==> src/rtl/seg_disp_pkg.sv <==
// Shared types and constants for the seven-segment display arbiter.
// Indices are carried as 3-bit values so the owner port is fixed-width for 2..8 requesters.
package seg_disp_pkg;

   typedef enum logic {
      IDLE = 1'b0,
      HOLD = 1'b1
   } state_t;

   localparam int N_REQ_DEFAULT = 4;
   localparam int DWELL_DEFAULT = 50_000_000;
   localparam int CNT_W_DEFAULT = 26;
   localparam int DATA_W        = 16;
   localparam int IDX_W         = 3;

   function automatic int idx_width(input int n);
      return (n <= 2) ? 1 : $clog2(n);
   endfunction

endpackage

==> src/rtl/seg_display_arbiter_rr_pick.sv <==
// Combinational round-robin picker: first set bit of mask at or after ptr, wrapping N-1 -> 0.
// The loop walks offsets from farthest to nearest so the nearest candidate is the last assignment.
module rr_pick
   import seg_disp_pkg::*;
#(
   parameter int N = 4
) (
   input  logic [N-1:0]     mask,
   input  logic [IDX_W-1:0] ptr,
   output logic             valid,
   output logic [IDX_W-1:0] idx
);

   always_comb begin
      valid = |mask;
      idx   = '0;
      for (int k = N - 1; k >= 0; k--) begin
         if (mask[(int'(ptr) + k) % N]) begin
            idx = IDX_W'((int'(ptr) + k) % N);
         end
      end
   end

endmodule

==> src/rtl/seg_display_arbiter.sv <==
// Round-robin owner arbitration for the shared 4-digit display driver, with a minimum
// dwell per owner and urgent preemption. All outputs come straight from registers.
module seg_display_arbiter
   import seg_disp_pkg::*;
#(
   parameter int N_REQ        = N_REQ_DEFAULT,
   parameter int DWELL_CYCLES = DWELL_DEFAULT,
   parameter int CNT_W        = CNT_W_DEFAULT
) (
   input  logic                    clk,
   input  logic                    rst,
   input  logic [N_REQ-1:0]        req,
   input  logic [N_REQ-1:0]        urgent,
   input  logic [DATA_W*N_REQ-1:0] data,
   output logic [N_REQ-1:0]        grant,
   output logic [IDX_W-1:0]        owner,
   output logic [DATA_W-1:0]       number,
   output logic                    active
);

   localparam logic [CNT_W-1:0] DWELL_LAST = CNT_W'(DWELL_CYCLES - 1);

   state_t              state_reg, state_next;
   logic [N_REQ-1:0]    grant_reg, grant_next;
   logic [IDX_W-1:0]    owner_reg, owner_next;
   logic [DATA_W-1:0]   number_reg, number_next;
   logic                active_reg, active_next;
   logic [CNT_W-1:0]    dwell_reg, dwell_next;
   logic [IDX_W-1:0]    rr_reg, rr_next;

   logic [N_REQ-1:0]    urg_req, base, others, pick_mask;
   logic                own_req, own_urg, do_grant;
   logic                pick_valid;
   logic [IDX_W-1:0]    pick_idx;
   logic [DATA_W-1:0]   owner_data, pick_data;

   // grant_reg is the owner's one-hot bit while holding, so it doubles as the owner mask.
   assign urg_req    = req & urgent;
   assign base       = (|urg_req) ? urg_req : req;
   assign others     = base & ~grant_reg;
   assign own_req    = |(req & grant_reg);
   assign own_urg    = |(urgent & grant_reg);
   assign owner_data = data[DATA_W*owner_reg +: DATA_W];
   assign pick_data  = data[DATA_W*pick_idx +: DATA_W];

   // The holder is excluded from the candidates unless it is the only one left.
   assign pick_mask = (state_reg == HOLD && own_req && (|others)) ? others : base;

   rr_pick #(
      .N(N_REQ)
   ) u_pick (
      .mask  (pick_mask),
      .ptr   (rr_reg),
      .valid (pick_valid),
      .idx   (pick_idx)
   );

   always_comb begin
      state_next  = state_reg;
      grant_next  = grant_reg;
      owner_next  = owner_reg;
      number_next = number_reg;
      active_next = active_reg;
      dwell_next  = dwell_reg;
      rr_next     = rr_reg;
      do_grant    = 1'b0;

      case (state_reg)
         IDLE: begin
            number_next = '0;
            if (pick_valid) begin
               do_grant = 1'b1;
            end
         end
         HOLD: begin
            if (!own_req) begin
               if (pick_valid) begin
                  do_grant = 1'b1;
               end else begin
                  state_next  = IDLE;
                  grant_next  = '0;
                  owner_next  = '0;
                  number_next = '0;
                  active_next = 1'b0;
                  dwell_next  = '0;
               end
            end else if (!own_urg && (|(urg_req & ~grant_reg))) begin
               do_grant = 1'b1;
            end else if (dwell_reg == DWELL_LAST) begin
               if (|others) begin
                  do_grant = 1'b1;
               end else begin
                  dwell_next  = '0;
                  number_next = owner_data;
               end
            end else begin
               dwell_next  = dwell_reg + CNT_W'(1);
               number_next = owner_data;
            end
         end
         default: begin
            state_next = IDLE;
         end
      endcase

      if (do_grant) begin
         state_next  = HOLD;
         grant_next  = N_REQ'(1) << pick_idx;
         owner_next  = pick_idx;
         number_next = pick_data;
         active_next = 1'b1;
         dwell_next  = '0;
         rr_next     = (pick_idx == IDX_W'(N_REQ - 1)) ? '0 : pick_idx + IDX_W'(1);
      end
   end

   always_ff @(posedge clk) begin
      if (rst) begin
         state_reg  <= IDLE;
         grant_reg  <= '0;
         owner_reg  <= '0;
         number_reg <= '0;
         active_reg <= 1'b0;
         dwell_reg  <= '0;
         rr_reg     <= '0;
      end else begin
         state_reg  <= state_next;
         grant_reg  <= grant_next;
         owner_reg  <= owner_next;
         number_reg <= number_next;
         active_reg <= active_next;
         dwell_reg  <= dwell_next;
         rr_reg     <= rr_next;
      end
   end

   assign grant  = grant_reg;
   assign owner  = owner_reg;
   assign number = number_reg;
   assign active = active_reg;

endmodule
==> config.mk <==
export PLATFORM = sky130hd
export DESIGN_NAME = seg_display_arbiter
export DESIGN_NICKNAME = d
export VERILOG_FILES = /design/src/rtl/seg_disp_pkg.sv /design/src/rtl/seg_display_arbiter_rr_pick.sv /design/src/rtl/seg_display_arbiter.sv
export SDC_FILE = /design/constraint.sdc
export NUM_CORES = 1
export LEC_CHECK = 0
export ABC_AREA = 1
export CORE_ASPECT_RATIO = 1.4
export CORE_MARGIN = 10
export CORE_UTILIZATION = 51
export CTS_BUF_LIST = sky130_fd_sc_hd__clkbuf_4 sky130_fd_sc_hd__clkbuf_8 sky130_fd_sc_hd__clkbuf_16
export CTS_CLUSTER_DIAMETER = 80
export DETAILED_ROUTE_END_ITERATION = 12
export GPL_ROUTABILITY_DRIVEN = 1
export PLACE_DENSITY_LB_ADDON = 0.12
export SETUP_SLACK_MARGIN = 0.4
export SYNTH_ARGS = -nofsm -noshare
export SYNTH_HDL_FRONTEND = slang
export SYNTH_SLANG_ARGS = --single-unit
==> constraint.sdc <==
create_clock -name clk -period 2.8 [get_ports clk]
set_input_delay 0.42 -clock clk [delete_from_list [all_inputs] [get_ports clk]]
set_output_delay 0.42 -clock clk [all_outputs]
set_load 0.01 [all_outputs]
==> flow_summary.toml, run 1 <==
[worst_setup_path]
critPathLaunch = "urgent[3]"
cp_max_fo = 6
regToRegSetupSlack_ns = 0.11
cp_slowest_cell = "o21ai_1"
worstSetupStartpointType = "input pin"
crit_type = "in -> reg"
required_ns = 3.05
crit_path_max_incr_delay_ns = 0.23
reg2reg_from = "grant[3]$_SDFFE_PP0P_"
end_kind = "flip-flop"
cpMostUsedCell = "nand2_4"
cp.arrival_ns = 2.95

[timing]
min_period_ns = 2.707
fin_ws_ns = 0.09273
hold-worst-slack_ns = 0.4959
hold_viol = 0
relSlewSlack = 0.3618
tightest_slew_ns = 0.9562
clock_skew_ns = 0.01280
rsz0062_at_grt = "true"
finalMaxSlewViolations = 0
fin_crit_sh = 0.9669
setup_viol = 0
fmax_mhz = 369.4

[clock_tree]
root_buffer = "clkbuf_8"
clkLatencyLatePin_ns = 0.34
clkSlewWorstSetupHoldPaths_ns = 0.11
clock_sinks = 52
htreeDepth = 2
clockBufferDepth = 2
cts-buffers-inserted = 5
cts_tree = "yes"

[routing]
via_per_inst = 6.111
wl_per_cell_um = 19.73
vias = 5494
ant_nets = 0
detail_route.wirelength_um = 17740
wl_met1_um = 5865
highest_layer = "met4"
drcViolationCount = 0
firstDrtPassIters = 9
met3_length_um = 1728
met2_length_um = 8992
drt_iter0_drc = 582

[grt]
grt_pass1_vias = 5281
antenna_found_initial = 0
grt_max_degree = 33
grt_pass1_wl_um = 23870
overflow = 0
grt_usage = 0.2397

[floorplanning]
start_util = 0.5241
die_h_um = 125.6
die_w_um = 95.42
coreArea_sq_mm = 0.007750
rows = 38
die-area_sq_mm = 0.01198
io_pins = 98

[yosys]
synth_warnings = 0
synth_area_sq_mm = 0.004061
synthFlopType = "dfxtp_1"
synthDistinctLibCells = 46
synth.avg_cell_area_sq_um = 6.191
ys_ff_latch = 52
synth-seq-area-share = 0.2563
synthArstFlopShare = 0
syn_nets = 735
netlist_instances = 656
synth_edf_count = 0

[layout]
diodes = 0
drive_gt1_frac = 0.3041
largest_reg_flops = 26
area_delta_synth_final_pct = 60.81
fin_nets = 877

[placed_design]
dp_hpwl_um = 10460
gp_congestion = 0.8759
place_worst_setup_slack_ns = -0.3505
port_buffers = 96

[power_and_ir_drop]
p_per_area_mw_per_mm2 = 1116
irDropWorstVdd_mv = 0.8389
leakagePower_uw = 0.002815

[run_status]
outcome = "finished clean"

[run]
maxCapViolCount = 0

[min_path]
hp-start = "dwell_reg[0]$_SDFFE_PP0P_"
hold_class = "reg -> reg"
area by class of cell:
type,instances,area (sq um)
multi-input combinational,485,3152
sequential,52,1054
clock buffer,5,68.82
timing repair buffer,166,1737
inverter,88,352.8
fill,455,1219
tap,100,125.1
clock inverter,3,42.54
metal layers:
| metal | vias up | GRT usage |
|---|---|---|
| li1 | 2443 | - |
| met1 | 2504 | 0.2316 |
| met2 | 408 | 0.4414 |
| met3 | 139 | 0.06168 |
| met4 | 0 | 0.1297 |
| met5 | - | 0 |
logic make-up after synthesis:
logic type                 count (synthesis)  share of synthesized area
other                                      1                  0.0009233
AOI/OAI and AO/OA                         98                     0.1408
buffers and inverters                    119                     0.1211
xor gates and xnor gates                  16                    0.03450
adders and majority gates                  5                    0.01540
DFF                                       52                     0.2563
and+or+nand+nor                          365                     0.4310
where the power goes:
group / leakage [uW] / total (uW) / switching [uW] / internal, uW
Combinational: 0.00233 / 5690 / 3220 / 2460
Clock: 0.0000541 / 568 / 302 / 266
Sequential: 0.000428 / 1040 / 129 / 908
critical path: cells and delay by family:
| family | cells | cell delay (ns) |
|---|---|---|
| buffers and inverters | 8 | 0.66 |
| AND/OR/NAND/NOR | 16 | 1.62 |
| AO/OA/AOI/OAI | 1 | 0.23 |
final timing paths:
check | to | depth (start not counted)
max reg2reg | number[6]$_SDFFE_PP0P_ | 23
min reg2reg | dwell_reg[0]$_SDFFE_PP0P_ | 2
min | dwell_reg[0]$_SDFFE_PP0P_ | 2
max | number[6]$_SDFFE_PP0P_ | 25
through the flow:
step                      utilization  cells  TNS (ns)  total power, uW  cell area (sq um)
after global placement         0.7110    868    -8.169             4669               5510
after floorplan                     -    656         0             3442               4180
after detailed placement       0.7110    868    -13.25             4785               5510
after global routing           0.8428    899         0             7591               6531
final                          0.8428    899         0             7292               6531
after CTS                      0.7678    894         0             6065               5951
cell usage in the layout, fill, tap and decap left out, drive strengths merged, types with 2 or more instances in the layout:
cell	n
a21oi	26
a32o	4
buf	76
clkbuf	7
clkdlybuf4s50	88
dfxtp	52
ha	5
inv	88
nand2	153
nand3	125
nand4	8
nor2	57
nor3	13
nor3b	2
nor4	5
o2111ai	2
o21ai	46
o22ai	13
xnor2	5
xor2	11
cell usage after synthesis, types with 2 or more instances:
cell type / count / area [sq um]
buf_6: 2 / 22.52
inv_2: 8 / 30.03
dfxtp_1: 52 / 1041
nand2_2: 14 / 87.58
buf_4: 4 / 30.03
inv_1: 78 / 292.8
o21ai_0: 39 / 195.2
nand3_2: 3 / 30.03
nand2_4: 5 / 56.30
nor2_4: 2 / 22.52
nor3b_2: 2 / 25.02
o21ai_1: 5 / 25.02
nand2_1: 134 / 503.0
o2111ai_1: 2 / 17.52
a32o_1: 4 / 40.04
nor2_1: 54 / 202.7
o22ai_1: 13 / 81.33
nand3_1: 121 / 605.6
nand4_1: 7 / 43.79
clkbuf_1: 15 / 56.30
a21oi_1: 25 / 125.1
nor4_1: 4 / 25.02
nor3_1: 13 / 65.06
buf_2: 10 / 50.05
xor2_1: 11 / 96.34
ha_1: 5 / 62.56
xnor2_1: 5 / 43.79
timing repair:
item                                    4_1_cts  5_1_grt
endpoints found under the setup margin       51       51
resized for setup                            76      129
setup buffers                                16        3
hold buffers                                  0        0
cloned                                        2        2
pin swaps                                    30       52
Note: power is estimated with default switching activity, not from simulation.
==> inputs of run 2 (changes only) <==
--- a/config.mk
+++ b/config.mk
@@ -19,2 +19,3 @@
 export SYNTH_HDL_FRONTEND = slang
 export SYNTH_SLANG_ARGS = --single-unit
+export TNS_END_PERCENT = 20
==> constraint.sdc (replaced) <==
create_clock -name clk -period 3.1 [get_ports clk]
set_input_delay 0.465 -clock clk [delete_from_list [all_inputs] [get_ports clk]]
set_output_delay 0.465 -clock clk [all_outputs]
set_load 0.05 [all_outputs]
==> flow_summary.toml, run 2 (same netlist as run 1, synthesis figures left out) <==
[routing]
firstDrtPassIters = 5
via_per_inst = 5.704
met2_length_um = 7603
highest_layer = "met4"
wl_met1_um = 4934
wl_per_cell_um = 16.16
drcViolationCount = 0
detail_route.wirelength_um = 14040
ant_nets = 0
drt_iter0_drc = 374
met3_length_um = 1012
vias = 4957

[clock_tree]
clock_sinks = 52
root_buffer = "clkbuf_8"
htreeDepth = 2
clkLatencyLatePin_ns = 0.32
clkSlewWorstSetupHoldPaths_ns = 0.10
cts_hold_buf = 0
clockBufferDepth = 2
cts_tree = "yes"
cts-buffers-inserted = 5

[timing]
setup_viol = 0
tightest_slew_ns = 0.9468
hold_viol = 0
min_period_ns = 2.671
fmax_mhz = 374.4
relSlewSlack = 0.3681
fin_crit_sh = 0.8616
clock_skew_ns = 0.007762
finalMaxSlewViolations = 0
rsz0062_at_grt = "true"

[worst_setup_path]
cp.arrival_ns = 2.90
cp_max_fo = 6
reg2regPathDepth = 19
required_ns = 3.33
worstSetupStartpointType = "input pin"
end_kind = "flip-flop"
crit_type = "in -> reg"

[floorplanning]
die_h_um = 125.6
start_util = 0.5241
die-area_sq_mm = 0.01198
io_pins = 98
die_w_um = 95.42
rows = 38
coreArea_sq_mm = 0.007750

[layout]
area_delta_synth_final_pct = 39.96
diodes = 0
final_cell_mix = "nand2_1, nand3_1, clkdlybuf4s50_1, inv_1, nor2_1"
drive_gt1_frac = 0.1769
final_util = 0.7335
multi_input_area_sq_mm = 0.002704
fin_nets = 847
largest_reg_flops = 26
fin_area_sq_mm = 0.005684
seq_area_sq_mm = 0.001046
nFillCells = 668
final_common_cell = "nand2_1"

[placed_design]
port_buffers = 96
dp_hpwl_um = 10170
gp_congestion = 0.8985
placed_cell_area_sq_mm = 0.005194

[power_and_ir_drop]
leakagePower_uw = 0.002469
pwr-share-clk = 0.089
p_seq_frac = 0.168
p_per_area_mw_per_mm2 = 960.8
switching_share = 0.5168
intPower_uw = 2639
p_comb_frac = 0.743
switchingPower_uw = 2823
irDropWorstVdd_mv = 0.6813

[grt]
grt_pass1_wl_um = 22030
grt_usage = 0.2199
overflow = 0
antenna_found_initial = 0
grt_pass1_vias = 4871
grt_max_degree = 33

[min_path]
hold_depth = 2
hold_class = "reg -> reg"

[run_status]
outcome = "finished clean"

[run]
maxCapViolCount = 0
-- run 2: changes by cell type in the layout (fill, tap and decap cells not counted), sizes merged --
cell	change
clkinv	+1
buf	-39
clkbuf	+9
inv	-1
-- run 2: per-layer routing --
metal | up-vias | GRT usage
met3 | 49 | 0.05808
met4 | 0 | 0.08094
met5 | - | 0
li1 | 2393 | -
met2 | 222 | 0.4161
met1 | 2293 | 0.2171
-- run 2: worst max-delay path, stage by stage --
cell      delay, ns
clkbuf_2       0.10
nand2_2        0.11
nand2_4        0.09
nor2_4         0.18
nand2_2        0.09
nand3_2        0.09
nand2_2        0.08
o21ai_4        0.26
nand2_2        0.13
nand2_4        0.11
nand2_4        0.06
nand3_2        0.08
nand2_1        0.07
nand2_2        0.10
nand2_2        0.08
nand2_4        0.10
buf_8          0.14
buf_8          0.12
nand3_1        0.07
nand3_1        0.13
nand3_1        0.11
nand2_1        0.08
inv_1          0.04
-- run 2: worst paths after layout --
check,from,to,slack (ns)
min,dwell_reg[0]$_SDFFE_PP0P_,dwell_reg[0]$_SDFFE_PP0P_,0.49
max,urgent[3],number[8]$_SDFFE_PP0P_,0.43
max reg2reg,grant[3]$_SDFFE_PP0P_,number[8]$_SDFFE_PP0P_,0.49
min reg2reg,dwell_reg[0]$_SDFFE_PP0P_,dwell_reg[0]$_SDFFE_PP0P_,0.49
-- run 2: what timing repair did --
item	4_1_cts	5_1_grt
resized for setup	24	57
endpoints found under the setup margin	26	45
gates cloned	1	3
setup buffers	4	8
pin swaps	16	39
-- run 2: area by class of cell --
type	instances	share of cell area
Sequential cell	52	0.1840
Tap cell	100	0.02201
Multi-Input combinational cell	485	0.4757
Inverter	88	0.05899
Clock buffer	5	0.01211
Clock inverter	3	0.007484
Timing Repair Buffer	136	0.2397
-- run 2: power by group through the flow --
stage | Clock, uW | Sequential, uW | Combinational, uW
after global routing | 512 | 935 | 4370
after detailed placement | 0 | 920 | 3380
final | 486 | 915 | 4060
after floorplan | 0 | 1280 | 2030
after CTS | 490 | 907 | 3590
after global placement | 0 | 916 | 3310
-- run 2: per-stage QoR --
| stage | TNS (ns) | power (uW) | cells | hold WS [ns] | setup WS (ns) |
|---|---|---|---|---|---|
| 2_1_floorplan | 0 | 3310 | 656 | 0.4569 | 0.4109 |
| 3_3_place_gp | 0 | 4229 | 845 | 0.4691 | 0.04470 |
| 3_5_place_dp | -0.8387 | 4297 | 845 | 0.4769 | -0.07769 |
| 4_1_cts | 0 | 4984 | 858 | 0.4907 | 0.4122 |
| 5_1_grt | 0 | 5814 | 869 | 0.5267 | 0.3040 |
| 6_report | 0 | 5461 | 869 | 0.4928 | 0.4292 |
==> inputs of run 3 (changes only) <==
- CAP_MARGIN: default -> 20
- CTS_CLUSTER_DIAMETER: 80 -> 50
==> results of run 3 <==
Same layout as run 2: the final DEF is identical, and so are final timing and power.
